===== config.mk =====
export PLATFORM = sky130hd
export DESIGN_NAME = rtc_calendar_flat
export DESIGN_NICKNAME = d
export VERILOG_FILES = /design/src/rtl/rtc_calendar_if.sv /design/src/rtl/rtc_calendar.sv /design/src/flat_wrapper.sv
export SDC_FILE = /design/constraint.sdc
export NUM_CORES = 1
export LEC_CHECK = 0
export BUFFER_PORTS_ARGS = -buffer_cell sky130_fd_sc_hd__buf_2
export CAP_MARGIN = 0
export CORE_MARGIN = 2
export CORE_UTILIZATION = 60
export DETAILED_ROUTE_END_ITERATION = 16
export HOLD_SLACK_MARGIN = 0.15
export PLACE_DENSITY = 0.82
export SLEW_MARGIN = 15
export SYNTH_ARGS = -nofsm -noshare
export SYNTH_HDL_FRONTEND = slang
export SYNTH_SLANG_ARGS = --single-unit

===== constraint.sdc =====
create_clock -name clk -period 11.1 [get_ports clk]
set_input_delay 1.665 -clock clk [delete_from_list [all_inputs] [get_ports clk]]
set_output_delay 1.665 -clock clk [all_outputs]
set_load 0.1 [all_outputs]

===== src/rtl/rtc_calendar_if.sv =====
// Set/load and time-readout bundle for rtc_calendar.
// The alarm signals exist only when ALARM_EN is defined.
interface rtc_calendar_if #(
  parameter int YEAR_W = 12
);
  logic              set_en;
  logic [YEAR_W-1:0] set_year;
  logic [3:0]        set_month;
  logic [4:0]        set_day;
  logic [4:0]        set_hour;
  logic [5:0]        set_minute;
  logic [5:0]        set_second;
  logic [YEAR_W-1:0] year;
  logic [3:0]        month;
  logic [4:0]        day;
  logic [4:0]        hour;
  logic [5:0]        minute;
  logic [5:0]        second;
  logic              tick_1hz;
  logic              day_wrap;
  logic              set_err;
`ifdef ALARM_EN
  logic [4:0]        alarm_hour;
  logic [5:0]        alarm_minute;
  logic              alarm_arm;
  logic              alarm_clr;
  logic              alarm;
`endif

  modport master (
`ifdef ALARM_EN
    output alarm_hour, alarm_minute, alarm_arm, alarm_clr,
    input  alarm,
`endif
    output set_en, set_year, set_month, set_day, set_hour, set_minute, set_second,
    input  year, month, day, hour, minute, second, tick_1hz, day_wrap, set_err
  );

  modport slave (
`ifdef ALARM_EN
    input  alarm_hour, alarm_minute, alarm_arm, alarm_clr,
    output alarm,
`endif
    input  set_en, set_year, set_month, set_day, set_hour, set_minute, set_second,
    output year, month, day, hour, minute, second, tick_1hz, day_wrap, set_err
  );
endinterface


===== src/rtl/rtc_calendar.sv =====
// Real-time clock/calendar: CLK_HZ prescaler to 1 Hz, hh:mm:ss plus Gregorian date, validated load.
// Define ALARM_EN to add the sticky hour:minute alarm.
module rtc_calendar #(
  parameter int CLK_HZ   = 50_000_000,
  parameter int YEAR_W   = 12,
  parameter int RST_YEAR = 2021
) (
  input logic           clk,
  input logic           rst,
  rtc_calendar_if.slave bus
);
  localparam int            PW = $clog2(CLK_HZ);
  localparam logic [PW-1:0] TC = PW'(CLK_HZ - 1);

  logic [PW-1:0]     pre;
  logic [YEAR_W-1:0] nxt_year;
  logic [3:0]        nxt_month;
  logic [4:0]        nxt_day;
  logic [4:0]        nxt_hour;
  logic [5:0]        nxt_minute;
  logic [5:0]        nxt_second;
  logic              nxt_wrap;
  logic              set_ok;
  logic              load_now;
  logic              tick_now;

  function automatic logic is_leap(input logic [YEAR_W-1:0] y);
    int unsigned yi;
    yi = 32'(y);
    return (yi % 4 == 0) && ((yi % 100 != 0) || (yi % 400 == 0));
  endfunction

  function automatic logic [4:0] month_len(input logic [YEAR_W-1:0] y, input logic [3:0] m);
    case (m)
      4'd4, 4'd6, 4'd9, 4'd11: month_len = 5'd30;
      4'd2:                    month_len = is_leap(y) ? 5'd29 : 5'd28;
      default:                 month_len = 5'd31;
    endcase
  endfunction

  // A load wins over a coincident tick; a rejected load leaves the prescaler running.
  assign set_ok = (bus.set_month >= 4'd1) && (bus.set_month <= 4'd12) &&
                  (bus.set_day >= 5'd1) && (bus.set_day <= month_len(bus.set_year, bus.set_month)) &&
                  (bus.set_hour <= 5'd23) && (bus.set_minute <= 6'd59) && (bus.set_second <= 6'd59);
  assign load_now = bus.set_en && set_ok;
  assign tick_now = !load_now && (pre == TC);

  always_comb begin
    nxt_year   = bus.year;
    nxt_month  = bus.month;
    nxt_day    = bus.day;
    nxt_hour   = bus.hour;
    nxt_minute = bus.minute;
    nxt_second = bus.second;
    nxt_wrap   = 1'b0;
    if (bus.second != 6'd59) begin
      nxt_second = bus.second + 6'd1;
    end else begin
      nxt_second = 6'd0;
      if (bus.minute != 6'd59) begin
        nxt_minute = bus.minute + 6'd1;
      end else begin
        nxt_minute = 6'd0;
        if (bus.hour != 5'd23) begin
          nxt_hour = bus.hour + 5'd1;
        end else begin
          nxt_hour = 5'd0;
          nxt_wrap = 1'b1;
          if (bus.day != month_len(bus.year, bus.month)) begin
            nxt_day = bus.day + 5'd1;
          end else begin
            nxt_day = 5'd1;
            if (bus.month != 4'd12) begin
              nxt_month = bus.month + 4'd1;
            end else begin
              nxt_month = 4'd1;
              nxt_year  = bus.year + 1'b1;
            end
          end
        end
      end
    end
  end

  always_ff @(posedge clk or negedge rst) begin
    if (!rst) begin
      pre          <= '0;
      bus.year     <= YEAR_W'(RST_YEAR);
      bus.month    <= 4'd1;
      bus.day      <= 5'd1;
      bus.hour     <= 5'd0;
      bus.minute   <= 6'd0;
      bus.second   <= 6'd0;
      bus.tick_1hz <= 1'b0;
      bus.day_wrap <= 1'b0;
      bus.set_err  <= 1'b0;
    end else begin
      bus.tick_1hz <= tick_now;
      bus.day_wrap <= tick_now && nxt_wrap;
      bus.set_err  <= bus.set_en && !set_ok;
      if (load_now) begin
        pre        <= '0;
        bus.year   <= bus.set_year;
        bus.month  <= bus.set_month;
        bus.day    <= bus.set_day;
        bus.hour   <= bus.set_hour;
        bus.minute <= bus.set_minute;
        bus.second <= bus.set_second;
      end else if (tick_now) begin
        pre        <= '0;
        bus.year   <= nxt_year;
        bus.month  <= nxt_month;
        bus.day    <= nxt_day;
        bus.hour   <= nxt_hour;
        bus.minute <= nxt_minute;
        bus.second <= nxt_second;
      end else begin
        pre <= pre + 1'b1;
      end
    end
  end

`ifdef ALARM_EN
  // Only a tick can fire the alarm, so loading the alarm time directly never sets it.
  always_ff @(posedge clk or negedge rst) begin
    if (!rst) begin
      bus.alarm <= 1'b0;
    end else if (bus.alarm_clr) begin
      bus.alarm <= 1'b0;
    end else if (bus.alarm_arm && tick_now && (nxt_hour == bus.alarm_hour) &&
                 (nxt_minute == bus.alarm_minute) && (nxt_second == 6'd0)) begin
      bus.alarm <= 1'b1;
    end
  end
`else
  // This build carries no alarm hardware.
`endif
endmodule


===== src/flat_wrapper.sv =====
// flat-port wrapper written by rule: the top's interface ports become plain ports
module rtc_calendar_flat 
#(
  parameter int CLK_HZ   = 50_000_000,
  parameter int YEAR_W   = 12,
  parameter int RST_YEAR = 2021
)
  (clk, rst, bus_set_en, bus_set_year, bus_set_month, bus_set_day, bus_set_hour, bus_set_minute, bus_set_second, bus_year, bus_month, bus_day, bus_hour, bus_minute, bus_second, bus_tick_1hz, bus_day_wrap, bus_set_err);
  rtc_calendar_if #(.YEAR_W(YEAR_W)) bus_i ();
  input logic clk;
  input logic rst;
  input wire logic [$bits(bus_i.set_en)-1:0] bus_set_en;
  input wire logic [$bits(bus_i.set_year)-1:0] bus_set_year;
  input wire logic [$bits(bus_i.set_month)-1:0] bus_set_month;
  input wire logic [$bits(bus_i.set_day)-1:0] bus_set_day;
  input wire logic [$bits(bus_i.set_hour)-1:0] bus_set_hour;
  input wire logic [$bits(bus_i.set_minute)-1:0] bus_set_minute;
  input wire logic [$bits(bus_i.set_second)-1:0] bus_set_second;
  output wire logic [$bits(bus_i.year)-1:0] bus_year;
  output wire logic [$bits(bus_i.month)-1:0] bus_month;
  output wire logic [$bits(bus_i.day)-1:0] bus_day;
  output wire logic [$bits(bus_i.hour)-1:0] bus_hour;
  output wire logic [$bits(bus_i.minute)-1:0] bus_minute;
  output wire logic [$bits(bus_i.second)-1:0] bus_second;
  output wire logic [$bits(bus_i.tick_1hz)-1:0] bus_tick_1hz;
  output wire logic [$bits(bus_i.day_wrap)-1:0] bus_day_wrap;
  output wire logic [$bits(bus_i.set_err)-1:0] bus_set_err;
  assign bus_i.set_en = bus_set_en;
  assign bus_i.set_year = bus_set_year;
  assign bus_i.set_month = bus_set_month;
  assign bus_i.set_day = bus_set_day;
  assign bus_i.set_hour = bus_set_hour;
  assign bus_i.set_minute = bus_set_minute;
  assign bus_i.set_second = bus_set_second;
  assign bus_year = bus_i.year;
  assign bus_month = bus_i.month;
  assign bus_day = bus_i.day;
  assign bus_hour = bus_i.hour;
  assign bus_minute = bus_i.minute;
  assign bus_second = bus_i.second;
  assign bus_tick_1hz = bus_i.tick_1hz;
  assign bus_day_wrap = bus_i.day_wrap;
  assign bus_set_err = bus_i.set_err;
  rtc_calendar #(.CLK_HZ(CLK_HZ), .YEAR_W(YEAR_W), .RST_YEAR(RST_YEAR)) u_core (.clk(clk), .rst(rst), .bus(bus_i));
endmodule

# After elaboration in Yosys (flattened, before gate mapping)

Index checks and enable logic that the tools add are counted.

Bits in registers: 67
Input port bits: 41
Word-level logic and storage cells: 123

Add/sub/neg operators: 7
Divide/modulo/power cells: 4
Order comparisons: 7
Equal/unequal tests: 21
Multiplexer cells: 44
Reduce and logical (&&, ||, !) cells: 30

Operator list:

| operator                                               | count |
|---|---|
| zero test 32 bit                                       | 4 |
| 2-to-1 mux 12 bit                                      | 7 |
| 2-to-1 mux 5 bit                                       | 14 |
| modulo 12 x 7 -> 32 bit (second input constant)        | 2 |
| modulo 12 x 9 -> 32 bit (second input constant)        | 2 |
| nonzero test 32 bit                                    | 2 |
| 2-to-1 mux 26 bit                                      | 2 |
| 2-to-1 mux 6 bit                                       | 7 |
| 2-to-1 mux 4 bit                                       | 7 |
| adder 26 x 1 -> 26 bit (second input constant)         | 1 |
| equality test 26 bit (second input constant)           | 1 |
| one-hot mux 5 bit (2 select lines)                     | 2 |
| equality test 4 x 3 -> 1 bit (second input constant)   | 4 |
| equality test 4 bit (second input constant)            | 4 |
| adder 12 x 1 -> 12 bit (second input constant)         | 1 |
| adder 6 x 1 -> 6 bit (second input constant)           | 2 |
| less-or-equal comparator 6 bit (second input constant) | 2 |
| logical AND 1 bit                                      | 12 |
| != test 6 bit (second input constant)                  | 2 |
| adder 5 x 1 -> 5 bit (second input constant)           | 2 |
| != test 2 x 1 -> 1 bit (second input constant)         | 5 |
| equality test 4 x 2 -> 1 bit (second input constant)   | 2 |
| OR reduction 4 bit                                     | 2 |
| AND reduction 6 bit                                    | 1 |
| 17 further kinds                                       | 23 |

# Longest topological paths before layout

Depth after elaboration: 16
Gate-level depth with buffers: 38
Mapped depth without buffers: 31

# Worst setup path after synthesis

Ideal clock, no wire load.

Path type: input-to-reg
Start point: input port bus_set_year[7]
End point: register u_core.bus.year[7]
Setup time: 0.077 ns
Data arrival time: 9.079 ns
Required time: 11.023 ns
Slack: 1.943 ns
Stages on the path: 34
Buffers on the path: 5
Path through: buf_2 > nor3_1 > nor2b_1 > ha_1 > or3_1 > o21ai_1 > o21ai_1 > o32ai_1 > a21oi_2 > xnor2_1 > a221oi_1 > a211oi_2 > mux2i_1 > o221a_2 > or2_1 > clkbuf_1 > a211oi_1 > mux2_1 > a31oi_1 > ha_1 > inv_1 > a21oi_1 > a211oi_1 > a2111oi_0 > and2_1 > clkbuf_1 > a21oi_1 > nand2b_1 > nand2b_1 > clkbuf_1 > a31oi_4 > buf_2 > nand4_1 > a31oi_1

Cells in the longest elaborated chain, start to end: 16
Elaborated cells between the ends (all ways): 24
Those cells by class: 2 x div; 1 x order compare; 5 x eq/ne; 3 x mux; 13 x reduce/logical

Ends and longest elaborated chain:

| what                                                                      | RTL line              | text |
|---|---|---|
| from (decl)                                                               | flat_wrapper.sv:13    | `input wire logic [$bits(bus_i.set_year)-1:0] bus_set_year;` |
| modulo 12 x 7 -> 32 bit / modulo 12 x 9 -> 32 bit (equally long branches) | rtc_calendar.sv:30    | `return (yi % 4 == 0) && ((yi % 100 != 0) \|\| (yi % 400 == 0));` |
| nonzero test 32 bit / zero test 32 bit (equally long branches)            | rtc_calendar.sv:30    |  |
| logical OR 1 bit                                                          | rtc_calendar.sv:30    |  |
| logical AND 1 bit                                                         | rtc_calendar.sv:30    |  |
| 2-to-1 mux 1 bit                                                          | rtc_calendar.sv:36    | `4'd2: month_len = is_leap(y) ? 5'd29 : 5'd28;` |
| one-hot mux 5 bit (2 select lines)                                        | rtc_calendar.sv:34    | `case (m)` |
| less-or-equal comparator 5 bit                                            | rtc_calendar.sv:43    | `(bus.set_day >= 5'd1) && (bus.set_day <= month_len(bus.set_year, bus.set_month)) &&` |
| logical AND 1 bit (2 in series)                                           | rtc_calendar.sv:43    |  |
| logical AND 1 bit (2 in series)                                           | rtc_calendar.sv:44    | `(bus.set_hour <= 5'd23) && (bus.set_minute <= 6'd59) && (bus.set_second <= 6'd59);` |
| logical AND 1 bit                                                         | rtc_calendar.sv:45    | `assign load_now = bus.set_en && set_ok;` |
| zero test 1 bit                                                           | rtc_calendar.sv:46    | `assign tick_now = !load_now && (pre == TC);` |
| logical AND 1 bit                                                         | rtc_calendar.sv:46    |  |
| nonzero test 2 bit (no line)                                              | --                    |  |
| AND reduction 6 bit (no line)                                             | --                    |  |
| to (signal assigned)                                                      | rtc_calendar.sv:88    | `bus.year <= YEAR_W'(RST_YEAR);` |
| to (signal assigned)                                                      | rtc_calendar.sv:103   | `bus.year <= bus.set_year;` |
| to (signal assigned)                                                      | rtc_calendar.sv:111   | `bus.year <= nxt_year;` |
| to (decl)                                                                 | rtc_calendar_if.sv:45 | `output year, month, day, hour, minute, second, tick_1hz, day_wrap, set_err` |

Parallel ways exist; a longest one is shown, timed or not.
A chain may end at the register's enable or synchronous reset.

# Final worst setup path

Start point: input port bus_set_year[8]
End point: register u_core.bus.year[10]

Cells in the longest elaborated chain, start to end: 16
Elaborated cells between the ends (all ways): 24
Those cells by class: 2 x div; 1 x order compare; 5 x eq/ne; 3 x mux; 13 x reduce/logical

Ends and longest elaborated chain:

| what                                                                      | RTL line |
|---|---|
| modulo 12 x 7 -> 32 bit / modulo 12 x 9 -> 32 bit (equally long branches) | rtc_calendar.sv:30 |
| nonzero test 32 bit / zero test 32 bit (equally long branches)            | rtc_calendar.sv:30 |
| logical OR 1 bit (*)                                                      | rtc_calendar.sv:30 |
| logical AND 1 bit (*)                                                     | rtc_calendar.sv:30 |
| 2-to-1 mux 1 bit (*)                                                      | rtc_calendar.sv:36 |
| one-hot mux 5 bit (2 select lines) (*)                                    | rtc_calendar.sv:34 |
| less-or-equal comparator 5 bit (*)                                        | rtc_calendar.sv:43 |
| logical AND 1 bit (*) (2 in series)                                       | rtc_calendar.sv:43 |
| logical AND 1 bit (*) (2 in series)                                       | rtc_calendar.sv:44 |
| logical AND 1 bit (*)                                                     | rtc_calendar.sv:45 |
| zero test 1 bit                                                           | rtc_calendar.sv:46 |
| logical AND 1 bit                                                         | rtc_calendar.sv:46 |
| nonzero test 2 bit (no line)                                              | -- |
| AND reduction 6 bit (no line)                                             | -- |

Mark *: on every way between the ends. The rest lies on a longest branch, timed or not.

==> flow_summary.ini <==
[worst_setup_path]
ff2ff_setup_slack_ps = 4580
worst_path_most_repeated_cell = a211oi_1
r2r_cells = 19
r2r-start = u_core.bus.year[9]
timing.rr.end = u_core.bus.year[10]
cpMaxStageDelayCell = a221oi_1
crit_path_end_kind = register
cp-start-kind = input port
cpPeakStageDelay_ps = 640
crit_fanout = 16
arrival_ps = 10440
cp.required_ps = 11360
criticalPathCategory = input port to register

[cells_and_area]
fin_area_mm2 = 0.007355
num-fill-cells = 957
stdcell_count = 1079
areaGrowthSynthToFinish_pct = 9.664
num_antenna_cells = 0
drive_gt1_frac = 0.1651
nets = 990

[cts]
cts.sinks = 67
clkTransAtPathRegs_ps = 80
cts_buffers = 9
htreeDepth = 3
tritoncts = yes
clk_path_buf_depth = 2
holdBufCountCts = 0
worst_skew_pair.late_latency_ps = 360
cts_root_buffer = clkbuf_8

[floorplan]
core-area_mm2 = 0.01089
num_io_pins = 82
die_y_um = 109.7
die_w_um = 109.7
dieArea_mm2 = 0.01204
initial_core_util = 0.6160
rows = 38

[sta]
fin_setup_tns_ps = 0
fmax_mhz = 98.17
tightestPinTransition_ps = 920.5
rsz0062_at_grt = no
finalHoldViolCount = 0
setup_viol = 0
slew_violations = 0
fin_crit_sh = 0.9177
relSlewSlack = 0.3864
fin_crit_ps = 10190
skew_ps = 12.44

[routing]
antenna_left = 0
routed_wl_mm = 18.43
drt_iter0_markers = 795
via_per_inst = 6.649
firstDrtPassIters = 6
post_drt_wl_per_cell_um = 17.08
vias = 7174
drc = 0

[outcome]
status = finished, final reports clean

[logic_synthesis]
synth_top_family_by_area = compound AO/OA/AOI/OAI gates
synthAdderAreaFrac = 0.03097
synth-async-reset-ratio = 1.000
synth-compound-area-share = 0.3030
ys_seq_area_frac = 0.2519
yosys_warnings = 0
synthFlopType = dfrtp_1
yosys.area_share.simple = 0.2970
netlist_area_mm2 = 0.006706
synthCells = 882
ys_types = 91
syn_nets = 938
syn_area_per_cell_um2 = 7.604
synth_xor_area_frac = 0.04832
synth_seq_cells = 67
muxShareOfSynthArea = 0.02425
synth_edf_count = 0

[place]
gp_congestion = 1.044
post-dp-hpwl_mm = 13.44
port_buffers = 81
placed_cell_area_mm2 = 0.007134
dpl.cell_count = 1063

[grt]
grt_util_met2 = 0.4921
grt_pass1_wl_mm = 30.40
grt_busiest_layer = met2
overflow = 0
grt_max_degree = 68
grt.total_usage = 0.3126
use_met1 = 0.4374
antenna_found_initial = 0
use_met3 = 0.04564
grt_pass1_vias = 6347

[min_path]
min_path_type = register to register
min_to = u_core.pre[0]
hp-start = u_core.pre[0]
whs_path_depth = 1

[power_and_ir_drop]
total_power_mw = 1.657
ir_worst_vdd_mv = 0.1964
leakage_nw = 2.976
power.density_mw_per_mm2 = 225.3

[job]
max-cap-violations = 0
[worst max-delay path, delay by kind of cell]
kind	cells	cell delay, ps
simple gates	8	2780
compound gates	17	5020
fa+ha+maj	2	390
mux	1	360
buf+inv	2	220
[cell families after synthesis]
group,Yosys count
simple gates,394
compound gates,279
buf+inv,73
flops,67
xor+xnor,37
fa+ha+maj,17
mux,15
[state kept, by name, summed over array words and instances, names as in the netlist]
| name | count |
|---|---|
| u_core.bus.month | 4 |
| u_core.bus.second | 6 |
| u_core.bus.day | 5 |
| u_core.bus.day_wrap | 1 |
| u_core.bus.minute | 6 |
| u_core.bus.hour | 5 |
| u_core.pre | 26 |
| u_core.bus.tick_1hz | 1 |
| u_core.bus.set_err | 1 |
| u_core.bus.year | 12 |
[synth_stat cells (4+ instances only)]
cell type    n  area, um2
clkbuf_1    30      112.6
buf_2       11      55.05
xnor2_1     20      175.2
xor2_1      17      148.9
a211o_1      4      35.03
o21ai_1     13      65.06
o221ai_1     6      52.55
nor2_1     108      405.4
nand3b_1     7      52.55
and3_1      14      87.58
a21o_1       7      52.55
nor3b_1      5      37.54
nor2b_1      9      56.30
dfrtp_1     57       1426
o21a_1       7      52.55
or3_1       14      87.58
nand2b_1     9      56.30
a31oi_1     21      131.4
a21oi_1     39      195.2
ha_1        15      187.7
or4_1        5      37.54
a211oi_1    25      187.7
and2_1       6      37.54
inv_1       25      93.84
a221o_1      5      50.05
nor4_1      12      75.07
nand3_1     41      205.2
nor3_1      35      175.2
dfstp_2     10      262.8
mux2i_1      8      80.08
o32ai_1      4      35.03
o211ai_1    15      112.6
a22oi_1      6      45.04
a221oi_1     7      61.31
o31ai_1     11      82.58
o2111ai_1    5      43.79
a311oi_1     4      35.03
nand2_1     83      311.6
a211oi_2     5      62.56
mux2_2       5      56.30
or2_2        5      31.28
nand4_1     19      118.9
o21ai_0     49      245.2
[where the power goes]
| part | switching (mW) | internal, mW |
|---|---|---|
| clock | 0.0944 | 0.117 |
| combinational | 0.754 | 0.324 |
| sequential | 0.0737 | 0.294 |
[metrics by stage]
step	setup WS (ps)	hold WS, ps	util
6_report	913.3	492.7	0.6755
3_3_place_gp	841.4	475.2	0.6553
2_1_floorplan	1943	455.2	-
4_1_cts	705.9	496.4	0.6741
5_1_grt	126.4	523.1	0.6755
3_5_place_dp	333.6	486.5	0.6553
[metal layers]
metal,wire length (um),share of wire,up-vias
li1,-,-,3445
met1,8153,0.44,3350
met2,8521,0.46,325
met3,1231,0.067,54
met4,520,0.028,0
met5,0,0,-
[worst max path at each step]
stage | cells after the start | to | startpoint
global route | 30 | u_core.bus.year[10] | bus_set_year[8]
CTS | 30 | u_core.bus.year[10] | bus_set_year[8]
global placement | 30 | u_core.bus.year[6] | bus_set_year[8]
detailed placement | 30 | u_core.bus.year[6] | bus_set_year[8]
floorplan | 34 | u_core.bus.year[7] | bus_set_year[7]
finish | 30 | u_core.bus.year[10] | bus_set_year[8]
[cells in the final DEF (no fill, tap or decap), drive strengths merged, types with 8 or more instances in the layout]
| cell type | synthesis | layout |
|---|---|---|
| nand3 | 41 | 41 |
| xor2 | 17 | 17 |
| nor4 | 14 | 14 |
| a21oi | 40 | 40 |
| dfrtp | 57 | 57 |
| nor2b | 9 | 9 |
| buf | 16 | 87 |
| or3 | 16 | 16 |
| nand2b | 9 | 9 |
| ha | 15 | 15 |
| and3 | 14 | 14 |
| nand2 | 83 | 83 |
| dfstp | 10 | 10 |
| a221oi | 8 | 8 |
| mux2i | 8 | 8 |
| o31ai | 12 | 12 |
| clkbuf | 30 | 13 |
| nand4 | 19 | 19 |
| inv | 25 | 25 |
| o21ai | 64 | 64 |
| nor3 | 38 | 38 |
| nand3b | 8 | 8 |
| a31oi | 22 | 22 |
| o211ai | 15 | 15 |
| a211oi | 30 | 30 |
| xnor2 | 20 | 20 |
| nor2 | 108 | 108 |
[area by class of cell]
cell class	instances	area (um2)	area share
multi-input cells	742	4733	0.6436
well taps	140	175.2	0.02382
clock buffers	13	158.9	0.02161
flip-flops and latches	67	1689	0.2297
clock inverters	3	46.29	0.006295
repair buffers	87	450.4	0.06125
inverters	27	101.3	0.01378
[repair_timing]
item / 4_1_cts / 5_1_grt
buffers inserted: 0 / 0
endpoints found under the setup margin: 0 / 17
resized for setup: 0 / 2
hold endpoints to repair: 0 / 0
(Power assumes the default switching activity.)
